File: src/rtl/game_pkg.sv
`default_nettype none
// ============================================================================
// Module      : game_pkg
// Description : Screen geometry, direction/fire-state enums and the shared
//               clamped-step helper used by the game-logic blocks.
// Revision    : 1.0 - initial release
// ============================================================================
package game_pkg;

    localparam int SCREEN_W = 640;
    localparam int SCREEN_H = 480;
    localparam int COORD_W  = 10;

    typedef enum logic [1:0] {
        UP    = 2'd0,
        DOWN  = 2'd1,
        LEFT  = 2'd2,
        RIGHT = 2'd3
    } dir_t;

    typedef enum logic [1:0] {
        IDLE     = 2'd0,
        FIRE     = 2'd1,
        COOLDOWN = 2'd2
    } fire_state_t;

    // Moves pos by one step in the requested direction, saturating at 0 and max_pos.
    function automatic logic [COORD_W-1:0] clamp_step(
        input logic [COORD_W-1:0] pos,
        input logic               dec,
        input logic               inc,
        input int                 step,
        input int                 max_pos
    );
        int p;
        p = int'(pos);
        if (dec) begin
            p = (p >= step) ? p - step : 0;
        end else if (inc) begin
            p = (p <= max_pos - step) ? p + step : max_pos;
        end
        return COORD_W'(p);
    endfunction

endpackage
`default_nettype wire

File: src/rtl/tick_gen.sv
`default_nettype none
// ============================================================================
// Module      : tick_gen
// Description : Free-running divider producing a one-cycle tick every DIV clocks.
// Revision    : 1.0 - initial release
// ============================================================================
module tick_gen #(
    parameter int DIV = 416667
) (
    input  logic i_clk,
    input  logic i_rst,
    output logic o_tick
);

    localparam int                  c_cnt_w = (DIV > 1) ? $clog2(DIV) : 1;
    localparam logic [c_cnt_w-1:0]  c_last  = c_cnt_w'(DIV - 1);

    logic [c_cnt_w-1:0] r_count;

    always_ff @(posedge i_clk) begin
        if (i_rst) begin
            r_count <= '0;
        end else if (r_count == c_last) begin
            r_count <= '0;
        end else begin
            r_count <= r_count + c_cnt_w'(1);
        end
    end

    assign o_tick = (r_count == c_last);

endmodule
`default_nettype wire

File: src/rtl/player_motion.sv
`default_nettype none
// ============================================================================
// Module      : player_motion
// Description : Ticked, edge-clamped sprite movement with frame-stable display
//               coordinates, facing, and a rate-limited fire pulse.
// Revision    : 1.0 - initial release
// ============================================================================
module player_motion
    import game_pkg::*;
#(
    parameter int MOVE_DIV       = 416667,
    parameter int STEP           = 2,
    parameter int SPRITE_W       = 32,
    parameter int SPRITE_H       = 32,
    parameter int X_INIT         = 304,
    parameter int Y_INIT         = 224,
    parameter int COOLDOWN_TICKS = 30
) (
    input  logic               i_clk,
    input  logic               i_rst,
    input  logic               i_up,
    input  logic               i_down,
    input  logic               i_left,
    input  logic               i_right,
    input  logic               i_fire,
    input  logic               i_frame,
    output logic [COORD_W-1:0] o_x,
    output logic [COORD_W-1:0] o_y,
    output logic [1:0]         o_dir,
    output logic               o_fire,
    output logic               o_busy
);

    localparam int                 c_x_max   = SCREEN_W - SPRITE_W;
    localparam int                 c_y_max   = SCREEN_H - SPRITE_H;
    localparam int                 c_cd_w    = (COOLDOWN_TICKS > 1) ? $clog2(COOLDOWN_TICKS) : 1;
    localparam logic [c_cd_w-1:0]  c_cd_last = c_cd_w'((COOLDOWN_TICKS > 0) ? COOLDOWN_TICKS - 1 : 0);

    logic w_tick;

    tick_gen #(
        .DIV    (MOVE_DIV)
    ) u_tick_gen (
        .i_clk  (i_clk),
        .i_rst  (i_rst),
        .o_tick (w_tick)
    );

    // Opposing inputs cancel, so each axis moves in at most one direction.
    logic w_go_left, w_go_right, w_go_up, w_go_down;
    assign w_go_left  = i_left  & ~i_right;
    assign w_go_right = i_right & ~i_left;
    assign w_go_up    = i_up    & ~i_down;
    assign w_go_down  = i_down  & ~i_up;

    logic [COORD_W-1:0] r_px, r_py, r_x_disp, r_y_disp;
    logic [COORD_W-1:0] w_px_next, w_py_next;
    dir_t               r_dir, w_dir_next;

    assign w_px_next = clamp_step(r_px, w_go_left, w_go_right, STEP, c_x_max);
    assign w_py_next = clamp_step(r_py, w_go_up,   w_go_down,  STEP, c_y_max);

    always_comb begin
        w_dir_next = r_dir;
        if (w_go_left) begin
            w_dir_next = LEFT;
        end else if (w_go_right) begin
            w_dir_next = RIGHT;
        end else if (w_go_up) begin
            w_dir_next = UP;
        end else if (w_go_down) begin
            w_dir_next = DOWN;
        end
    end

    // The display copy samples px/py before any same-cycle tick update.
    always_ff @(posedge i_clk) begin
        if (i_rst) begin
            r_px     <= COORD_W'(X_INIT);
            r_py     <= COORD_W'(Y_INIT);
            r_x_disp <= COORD_W'(X_INIT);
            r_y_disp <= COORD_W'(Y_INIT);
            r_dir    <= UP;
        end else begin
            if (w_tick) begin
                r_px  <= w_px_next;
                r_py  <= w_py_next;
                r_dir <= w_dir_next;
            end
            if (i_frame) begin
                r_x_disp <= r_px;
                r_y_disp <= r_py;
            end
        end
    end

    fire_state_t       r_state, w_state_next;
    logic [c_cd_w-1:0] r_cd, w_cd_next;
    logic              r_fire_prev;
    logic              w_fire_edge;

    assign w_fire_edge = i_fire & ~r_fire_prev;

    // fire_prev resets high so a button held through reset cannot fire.
    always_ff @(posedge i_clk) begin
        if (i_rst) begin
            r_state     <= IDLE;
            r_cd        <= '0;
            r_fire_prev <= 1'b1;
        end else begin
            r_state     <= w_state_next;
            r_cd        <= w_cd_next;
            r_fire_prev <= i_fire;
        end
    end

    always_comb begin
        w_state_next = r_state;
        w_cd_next    = r_cd;
        case (r_state)
            IDLE: begin
                if (w_fire_edge) begin
                    w_state_next = FIRE;
                end
            end
            FIRE: begin
                w_cd_next    = '0;
                w_state_next = (COOLDOWN_TICKS == 0) ? IDLE : COOLDOWN;
            end
            COOLDOWN: begin
                if (w_tick) begin
                    if (r_cd == c_cd_last) begin
                        w_state_next = IDLE;
                        w_cd_next    = '0;
                    end else begin
                        w_cd_next = r_cd + c_cd_w'(1);
                    end
                end
            end
            default: begin
                w_state_next = IDLE;
                w_cd_next    = '0;
            end
        endcase
    end

    assign o_x    = r_x_disp;
    assign o_y    = r_y_disp;
    assign o_dir  = r_dir;
    assign o_fire = (r_state == FIRE);
    assign o_busy = (r_state != IDLE);

endmodule
`default_nettype wire

File: config.mk
export PLATFORM = sky130hd
export DESIGN_NAME = player_motion
export DESIGN_NICKNAME = d
export VERILOG_FILES = /design/src/rtl/game_pkg.sv /design/src/rtl/tick_gen.sv /design/src/rtl/player_motion.sv
export SDC_FILE = /design/constraint.sdc
export NUM_CORES = 1
export LEC_CHECK = 0
export BUFFER_PORTS_ARGS = -buffer_cell sky130_fd_sc_hd__buf_2
export CORE_ASPECT_RATIO = 1.5
export CORE_MARGIN = 4
export CORE_UTILIZATION = 40
export CTS_CLUSTER_DIAMETER = 80
export DETAILED_ROUTE_END_ITERATION = 10
export GPL_TIMING_DRIVEN = 1
export PLACE_DENSITY = 0.61
export SYNTH_ARGS = -nofsm -noshare
export SYNTH_HDL_FRONTEND = slang
export SYNTH_SLANG_ARGS = --single-unit
File: constraint.sdc
create_clock -name i_clk -period 3 [get_ports i_clk]
set_input_delay 0.3 -clock i_clk [delete_from_list [all_inputs] [get_ports i_clk]]
set_output_delay 0.3 -clock i_clk [all_outputs]
set_load 0.01 [all_outputs]
==> metrics.md <==
| Metric | Value |
|---|---|
| Pleak | `about 0.0015 uW` |
| Total CTS buffers | `9` |
| Data required, critical path | `3.20 ns` |
| Synth area leaders | `dfxtp_1 37%, nor2_1 5.4%, mux2i_1 5.4%` |
| EDFF count, synth | `0` |
| Critical Path Source Type | `flip-flop` |
| CP max FO | `7` |
| Slew @ Worst Pin | `~0.79 ns` |
| Reg-to-reg critical path startpoint | `r_py[2]` |
| R2R cell count | `7` |
| Post-CTS Setup Inserts | `0` |
| Share of cells above drive strength 1 | `about an eighth` |
| Final Max Tran Viols | `0` |
| Later-pin clock latency in the skew report | `between 0.3 and 0.4 ns` |
| VDD IR-drop max | `between 0.0004 and 0.0005 V` |
| Clk pin slew, worst setup/hold paths | `roughly 0.050 ns` |
| Pin count of the biggest net entering global routing | `36` |
| Synth top area share | `37.0%` |
| Ys Warns | `0` |
| #FFs+latches synth | `65` |
| Worst path slowest cell | `o41ai_2` |
| Critical path arrival | `between 2 and 2.5 ns` |
| Aggregate global routing overflow | `0` |
| Inserted Diodes | `0` |
| Crit end category | `flip-flop` |
| Setup violations, final | `0` |
| FP Rows | `41` |
| Non-filler cells, final | `about 550` |
| Number of I/O pins | `32` |
| Max cap viols | `0` |
| Setup CP Type | `reg -> reg` |
| Vias per cell | `between 5 and 6` |
| RSZ-0062 raised after global routing | `no` |
| Antenna viol nets, final | `0` |
| Reg2Reg Setup Slack | `between 0.7 and 0.8 ns` |
| Number of clock sinks | `65` |
| PD cells | `about 500 mW/mm^2` |
| DP Cell Count | `around 540` |
| Post-DP HPWL | `5.96 mm` |
| Final Hold Viols | `0` |
| Post-synthesis cell area | `0.00352 sq mm` |
| Full die area | `between 0.01 and 0.015 sq mm` |
| Starting Density | `41.3%` |
| Fin crit period | `~2.2 ns` |
| GPL Wtd Cong | `approximately 0.90` |
| Crit-path most repeated cell | `a211oi_1` |
| Setup TNS | `0 ns` |
| HP Class | `in -> reg` |
| CTS Buffer Depth | `2` |
| Clock skew | `approximately 0.0038 ns` |
| H-tree Lvls | `3` |
| Syn-to-layout area delta | `12.7%` |
| CTS tree | `yes` |
| Async S/R FF share, synth | `0%` |
| Count of input and output buffers | `29` |
| Critical Path, Cell by Cell | `inv_1, ha_1, or4_1, o41ai_2, nor2_1, a211oi_1, a211oi_1` |
| Nets | `between 400 and 500` |
| Post-synth top flop | `dfxtp_1` |
| Root Buffer | `clkbuf_16` |
| Setup crit start | `r_py[2]` |
| Initial DRC count | `between 200 and 250` |
| Critical Path Max Stage Delay | `0.49 ns` |
| Status | `finished clean` |
| Vias in the first global route | `between 2000 and 3000` |
| First-pass GRT wire length | `between 10 and 15 mm` |
| Seq/Total Area, Yosys | `37.0%` |
| Fin crit share | `approximately 74%` |
| Worst setup endpoint | `r_py[2]` |
| Post-CTS Hold Buffers | `0` |
| Post-Syn Area per Cell | `between 8 and 9 sq um` |
| Die width | `84.6 um` |
| Max Freq | `~0.45 GHz` |
| Total wire length | `8.43 mm` |
| Initial antenna violation count | `0` |
| Cell taking the most area after synthesis | `dfxtp_1` |
| Die height | `123 um` |
| Post-synthesis cell count | `~430` |
| Count of cell types in the netlist | `60` |
| Vias | `between 3000 and 4000` |
| Global Route Usage Sum | `16.8%` |
| WL per Instance | `~15 um` |
| CTS resizes | `0` |
| DRC viols | `0` |
| Commonest cells after routing, fill and taps aside | `65 x dfxtp_1, 51 x nor2_1, 29 x nand2_1, 29 x buf_2` |
| Core Area | `approximately 0.0085 sq mm` |
| First-pass DRT Iterations | `4` |
| Worst R2R End | `r_py[2]` |
| Most common cell after layout, fill and taps aside | `dfxtp_1` |
| Worst slew margin | `about 47%` |
## synthesized netlist by cell type, types with 3 or more instances
master	instances
a21oi_1	24
or4_1	4
xnor2_1	7
xor2_1	13
inv_1	16
o21a_1	3
nand4_1	10
nor3b_1	3
nand3_1	22
a31oi_1	4
or3_1	8
ha_1	13
a211oi_1	5
o22ai_1	4
dfxtp_1	65
nor2_1	51
nand2_1	29
o211ai_1	4
o21ai_0	24
nor2b_1	4
and3_1	11
clkbuf_1	27
nor3_1	12
mux2i_1	19
nor4_1	5
## sequential cells by signal, summed over array words and instances, names as in the netlist
signal,count
r_px,9
o_x,9
u_tick_gen.r_count,19
r_py,9
r_state,2
r_fire_prev,1
o_y,9
r_cd,5
o_dir,2
## report_power, final
group	leakage [uW]	internal, uW	switching, uW	total [uW]
clock	0.000139	633	358	992
sequential	0.000525	869	5.33	875
combinational	0.000851	33.0	53.2	86.2
## metal layers
metal,part of all wire [%],vias to the layer above,track usage [%]
met2,51,83,30.1
met5,0,-,0
li1,-,1557,-
met3,4.4,16,4.33
met4,2.4,0,8.02
met1,42,1480,18.4
## critical path: cells and delay by family (launching register included)
| kind | cells | cell delay, ns |
|---|---|---|
| AO/OA/AOI/OAI | 3 | 0.80 |
| AND/OR/NAND/NOR | 2 | 0.54 |
| flip-flops | 1 | 0.43 |
| adder cells (fa/ha/maj) | 1 | 0.18 |
| buffers and inverters | 1 | 0.12 |
## final cells by class
class	instances	area (sq um)
sequential	65	1300
inverter	16	60.1
clock inverter	4	45.0
fill	847	4550
timing repair buffer	34	183
tap	107	134
multi-input combinational	317	2010
clock buffer	11	233
## metrics by stage
stage          setup slack (ns)  hold slack, ns  area, sq um  utilization (%)  power [uW]
2_1_floorplan              1.03           0.407         3520                -         956
3_3_place_gp              0.877           0.452         3690             43.3         978
3_5_place_dp              0.802           0.460         3690             43.3         978
4_1_cts                   0.787           0.161         3970             46.6        1980
5_1_grt                   0.662           0.169         3970             46.6        2020
6_report                  0.790           0.169         3970             46.6        1950
## cell families after synthesis
group                      synth area share (%)
and+or+nand+nor                            25.3
buffers and inverters                      6.04
DFF                                        37.0
adders and majority gates                  4.62
other                                     0.107
muxes                                      5.40
xor gates and xnor gates                   4.98
AOI/OAI and AO/OA                          16.6
## worst min-delay path by stage
stage                      start     endpoint  slack, ns  cells after the start
after floorplan           i_fire  r_fire_prev       0.41                      1
after global placement    o_x[4]       o_x[4]       0.45                      2
after detailed placement  o_x[4]       o_x[4]       0.46                      2
after CTS                 i_fire  r_fire_prev       0.16                      2
after global routing      i_fire  r_fire_prev       0.17                      2
final                     i_fire  r_fire_prev       0.17                      2
Note: power is estimated with default switching activity, not from simulation.
